**src/rtl/seg7_capture.sv**
```systemverilog
// Seven-segment receive side: synchronizes a-g/dp, qualifies a stable pattern,
// decodes it to hex and reports each newly accepted character once.
module seg7_capture #(
   parameter int STABLE_CYCLES = 4
) (
   input  logic       clk,
   input  logic       rst_n,
   input  logic       a,
   input  logic       b,
   input  logic       c,
   input  logic       d,
   input  logic       e,
   input  logic       f,
   input  logic       g,
   input  logic       dp,
   output logic [3:0] code,
   output logic       dp_out,
   output logic       valid,
   output logic       err,
   output logic       blank,
   output logic [7:0] char_count
);

   // state | meaning
   // HOLD  | current pattern accepted (or reset), waiting for it to change
   // COUNT | candidate pattern is being qualified for stability
   typedef enum logic {ST_HOLD = 1'b0, ST_COUNT = 1'b1} state_t;

   localparam logic [7:0] LP_LAST = 8'(STABLE_CYCLES - 1);

   logic [7:0] r_sync1;
   logic [7:0] r_sync2;
   logic [7:0] r_p;
   logic [7:0] r_cnt;
   state_t     r_state;
   state_t     w_state_nxt;

   logic [7:0] w_s;
   logic       w_change;
   logic       w_accept;
   logic       w_hit;
   logic [3:0] w_val;

   logic [3:0] r_code;
   logic       r_dp_out;
   logic       r_valid;
   logic       r_err;
   logic       r_blank;
   logic [7:0] r_char_count;

   always_ff @(posedge clk or negedge rst_n) begin
      if (!rst_n) begin
         r_sync1 <= '0;
         r_sync2 <= '0;
      end else begin
         r_sync1 <= {dp, g, f, e, d, c, b, a};
         r_sync2 <= r_sync1;
      end
   end

   assign w_s      = r_sync2;
   assign w_change = (w_s != r_p);

   always_ff @(posedge clk or negedge rst_n) begin
      if (!rst_n) r_state <= ST_HOLD;
      else        r_state <= w_state_nxt;
   end

   always_comb begin
      w_state_nxt = r_state;
      if (w_change)
         w_state_nxt = ST_COUNT;
      else if (r_state == ST_COUNT && r_cnt == LP_LAST)
         w_state_nxt = ST_HOLD;
   end

   always_comb begin
      w_accept = (r_state == ST_COUNT) && !w_change && (r_cnt == LP_LAST);
   end

   always_comb begin
      w_hit = 1'b1;
      w_val = 4'h0;
      unique case (r_p[6:0])
         7'h3F: w_val = 4'h0;
         7'h06: w_val = 4'h1;
         7'h5B: w_val = 4'h2;
         7'h4F: w_val = 4'h3;
         7'h66: w_val = 4'h4;
         7'h6D: w_val = 4'h5;
         7'h7D: w_val = 4'h6;
         7'h07: w_val = 4'h7;
         7'h7F: w_val = 4'h8;
         7'h6F: w_val = 4'h9;
         7'h77: w_val = 4'hA;
         7'h7C: w_val = 4'hB;
         7'h39: w_val = 4'hC;
         7'h5E: w_val = 4'hD;
         7'h79: w_val = 4'hE;
         7'h71: w_val = 4'hF;
         default: w_hit = 1'b0;
      endcase
   end

   always_ff @(posedge clk or negedge rst_n) begin
      if (!rst_n) begin
         r_p   <= '0;
         r_cnt <= '0;
      end else if (w_change) begin
         r_p   <= w_s;
         r_cnt <= 8'd1;
      end else if (r_state == ST_COUNT && r_cnt != LP_LAST) begin
         r_cnt <= r_cnt + 8'd1;
      end
   end

   // Pulses default low every cycle; only an acceptance edge raises them.
   always_ff @(posedge clk or negedge rst_n) begin
      if (!rst_n) begin
         r_code       <= 4'h0;
         r_dp_out     <= 1'b0;
         r_valid      <= 1'b0;
         r_err        <= 1'b0;
         r_blank      <= 1'b1;
         r_char_count <= 8'd0;
      end else begin
         r_valid <= 1'b0;
         r_err   <= 1'b0;
         if (w_accept) begin
            r_dp_out <= r_p[7];
            if (r_p[6:0] == 7'h00) begin
               r_blank <= 1'b1;
            end else if (w_hit) begin
               r_code       <= w_val;
               r_valid      <= 1'b1;
               r_blank      <= 1'b0;
               r_char_count <= r_char_count + 8'd1;
            end else begin
               r_err   <= 1'b1;
               r_blank <= 1'b0;
            end
         end
      end
   end

   assign code       = r_code;
   assign dp_out     = r_dp_out;
   assign valid      = r_valid;
   assign err        = r_err;
   assign blank      = r_blank;
   assign char_count = r_char_count;

endmodule

```
**config.mk**
```make
export PLATFORM = sky130hd
export DESIGN_NAME = seg7_capture
export DESIGN_NICKNAME = d
export VERILOG_FILES = /design/src/rtl/seg7_capture.sv
export SDC_FILE = /design/constraint.sdc
export NUM_CORES = 1
export LEC_CHECK = 0
export BUFFER_PORTS_ARGS = -buffer_cell sky130_fd_sc_hd__buf_2
export CORE_UTILIZATION = 30
export CTS_BUF_LIST = sky130_fd_sc_hd__clkbuf_4 sky130_fd_sc_hd__clkbuf_8
export DETAILED_ROUTE_END_ITERATION = 16
export PLACE_DENSITY_LB_ADDON = 0.1
export SYNTH_ARGS = -nofsm -noshare
export SYNTH_HDL_FRONTEND = slang
export SYNTH_SLANG_ARGS = --single-unit
```
**constraint.sdc**
```tcl
create_clock -name clk -period 4.5 [get_ports clk]
set_input_delay 0 -clock clk [delete_from_list [all_inputs] [get_ports clk]]
set_output_delay 0 -clock clk [all_outputs]
set_load 0.05 [all_outputs]
```
==> run_results.csv <==
group,metric,value,unit
outcome,outcome,"complete, no violations",
sta,drv_slew,0,
sta,post_route_setup_tns,0,ns
clock_tree,clock_latency,0.30,ns
grt,gr-total-overflow,0,
layout,num-nets-final,235,
floorplan,floorplan.io_pins,26,
critical_path,worst_setup_path_end_kind,"flip-flop",
detailed_routing,post_drt_wl_per_cell,14.3,um
pwr,powerDensity,327,nW/um^2
clock_tree,cts_htree_levels,2,
logic_synthesis,synth-seq-cells,49,
logic_synthesis,syn-mean-instance-area,11.8,um^2
placement,dp.final_hpwl,3130,um
critical_path,criticalPathCategory,"reg -> reg",
sta,rsz0062_at_grt,"false",
layout,area_growth_syn_to_layout,17.6,%
hold_path,worst_hold_path_class,"in -> async",
layout,num_antenna_cells,0,
critical_path,cp-start-kind,"flip-flop",
grt,number_of_global_route_vias_before_repair,1527,
logic_synthesis,synth.cell_area,2310,um^2
sta,final_min_period_over_clock_period,55.7,%
sta,finalHoldWorstSlack,0.329,ns
detailed_routing,firstDrtPassIters,4,
layout,n_fill_cell,722,
clock_tree,cts_num_sinks,49,
critical_path,worst-r2r-cell-count,5,
detailed_routing,detail_route.vias_per_cell,4.67,
logic_synthesis,post_synth_num_cell_types,49,
pwr,irDropWorstVdd,0.199,mV
placement,io_buffers,25,
logic_synthesis,most_instantiated_library_cell_after_synthesis,"dfrtp_1",
pwr,power.static_leakage,1.24,nW
critical_path,reg2reg_from,"r_p[5]$_DFFE_PN0N_",
sta,finalWorstPathRequiredPeriod,2.51,ns
grt,overall_routing_resource_usage,12.9,%
grt,pin_count_of_the_biggest_net_entering_global_routing,50,
placement,globalplace.congestion,0.773,
pwr,total_power,0.886,mW
logic_synthesis,synth_top_flop_cell,"dfrtp_1",
critical_path,timing.rr.end,"char_count[1]$_DFFE_PN0P_",
sta,clock_skew,0.00573,ns
logic_synthesis,synth_area_leaders,"dfrtp_1 52%, xor2_1 6.5%, a2111oi_1 2.6%, o21ai_0 2.0%, nor4_4 1.8%",
detailed_routing,drtAntennaViolNets,0,
sta,fmax,0.399,GHz
critical_path,worst_ep_arrival_time,2.70,ns
grt,grt_first_pass_wirelength,7760,um
critical_path,rrSetupSlack,1.99,ns
sta,timing.slew.headroom,33.8,%
clock_tree,ctsRootBufferMaster,"clkbuf_8",
clock_tree,cts_resized,0,
grt,initial_antenna_violation_count,0,
logic_synthesis,synthArstFlopShare,100,%
floorplan,initial_utilization,31.5,%
logic_synthesis,synth_area_leader_cell,"dfrtp_1",
flow_run,cap_violations,0,
clock_tree,hold_buffers,9,
logic_synthesis,syn_nets,208,
floorplan,design.die.area,8050,um^2
sta,final_report_setup_violation_count,0,
layout,drive_gt1_share,24.1,%
detailed_routing,detail_route.drc_violations,0,
detailed_routing,detailedRoute.firstIterationViolations,61,
floorplan,core,7330,um^2
logic_synthesis,synth.top_cell.area_share,52.1,%
critical_path,critical_path_required,4.69,ns
sta,tightestPinTransition,0.985,ns
logic_synthesis,synth.yosys.seq_area_share,53.2,%
logic_synthesis,yosys_warnings,0,
sta,number_of_endpoints_with_negative_hold_slack_in_the_final_report,0,
logic_synthesis,postSynthCellCount,196,
critical_path,critical_path_peak_fanout,14,
sta,final.setup.worst_slack,1.99,ns
layout,fraction_of_the_core_area_covered_by_cells_at_the_end_of_the_flow,37.0,%
floorplan,die_height,89.7,um
clock_tree,cts_setup_buffers,0,
detailed_routing,vias_after_detailed_routing,1510,
logic_synthesis,synth_enable_flop_cells,0,
clock_tree,clock_tree.buffer_depth,2,
clock_tree,path_clk_slew,0.09,ns
clock_tree,cts_inserted_buffers,5,
detailed_routing,drt-total-wl,4630,um
floorplan,die_w,89.7,um
logic_synthesis,synth.top_cells.by_count,"48 x dfrtp_1, 17 x xor2_1, 10 x nand2_1",
clock_tree,clock_tree_from_tritoncts,"built",
floorplan,core.rowCount,31,
placement,place_worst_setup_slack,2.00,ns
-- worst max-delay path by stage --
stage | endpoint | startpoint | slack [ns] | cells past startpoint
after detailed placement | char_count[3]$_DFFE_PN0P_ | r_p[5]$_DFFE_PN0N_ | 2.00 | 5
after global placement | char_count[7]$_DFFE_PN0P_ | r_p[5]$_DFFE_PN0N_ | 2.00 | 5
after global routing | char_count[5]$_DFFE_PN0P_ | r_p[4]$_DFFE_PN0N_ | 1.81 | 5
final | char_count[1]$_DFFE_PN0P_ | r_p[5]$_DFFE_PN0N_ | 1.99 | 5
after CTS | char_count[1]$_DFFE_PN0P_ | r_p[5]$_DFFE_PN0N_ | 1.97 | 5
after floorplan | char_count[1]$_DFFE_PN0P_ | r_cnt[0]$_DFFE_PN0P_ | 2.34 | 6
-- state kept, by name, indices dropped and copies added, names as in the netlist --
name	flops
r_state	1
r_sync2	8
dp_out	1
err	1
r_cnt	8
code	4
r_sync1	8
char_count	8
blank	1
r_p	8
valid	1
-- report_power, final --
part	internal, mW	switching [mW]
logic	0.0220	0.0278
registers	0.451	0.0156
clock network	0.221	0.149
total	0.694	0.192
-- cell type report --
class	count	area (um^2)	share of cell area (%)
clock inverters	3	65.1	2.40
inverters	9	33.8	1.25
flip-flops and latches	49	1230	45.2
well taps	99	124	4.57
repair buffers	35	223	8.21
clock buffers	5	68.8	2.54
multi-input cells	123	971	35.8
-- cells by family after synthesis --
kind of cell	count (synthesis)	share of synthesized area [%]
buffers and inverters	24	4.72
XOR/XNOR	20	7.59
adder cells (fa/ha/maj)	2	1.08
AO/OA/AOI/OAI	30	9.81
AND/OR/NAND/NOR	64	20.0
multiplexers	7	3.58
flip-flops	49	53.2
-- per-layer routing --
layer  GRT usage [%]  up-vias  share of wire, %
met5               0        -                 0
met4            5.63        0               2.1
met3            3.29        7               3.0
met2            19.2       25                44
met1            17.8      733                50
li1                -      745                 -
-- worst max-delay path: stages, from the launching register on --
cell,delay [ns]
dfrtp_1,0.56
or3_1,0.47
nor4b_1,0.37
a221oi_2,0.17
a211oi_4,0.50
mux2_4,0.34
-- layout by cell type, fill, tap and decap left out, types with 6 or more instances in the layout --
cell / instances
a2111oi_1: 6
nand2_1: 10
dlygate4sd3_1: 9
xor2_1: 17
nor2_1: 9
inv_1: 9
dfrtp_1: 48
o21ai_0: 9
buf_2: 25
-- stage by stage --
stage,instance area [um^2],std cells
4_1_cts,2710,323
3_5_place_dp,2490,306
6_report,2710,323
3_3_place_gp,2490,306
2_1_floorplan,2310,196
5_1_grt,2710,323
Power figures use the tool's default switching activity.
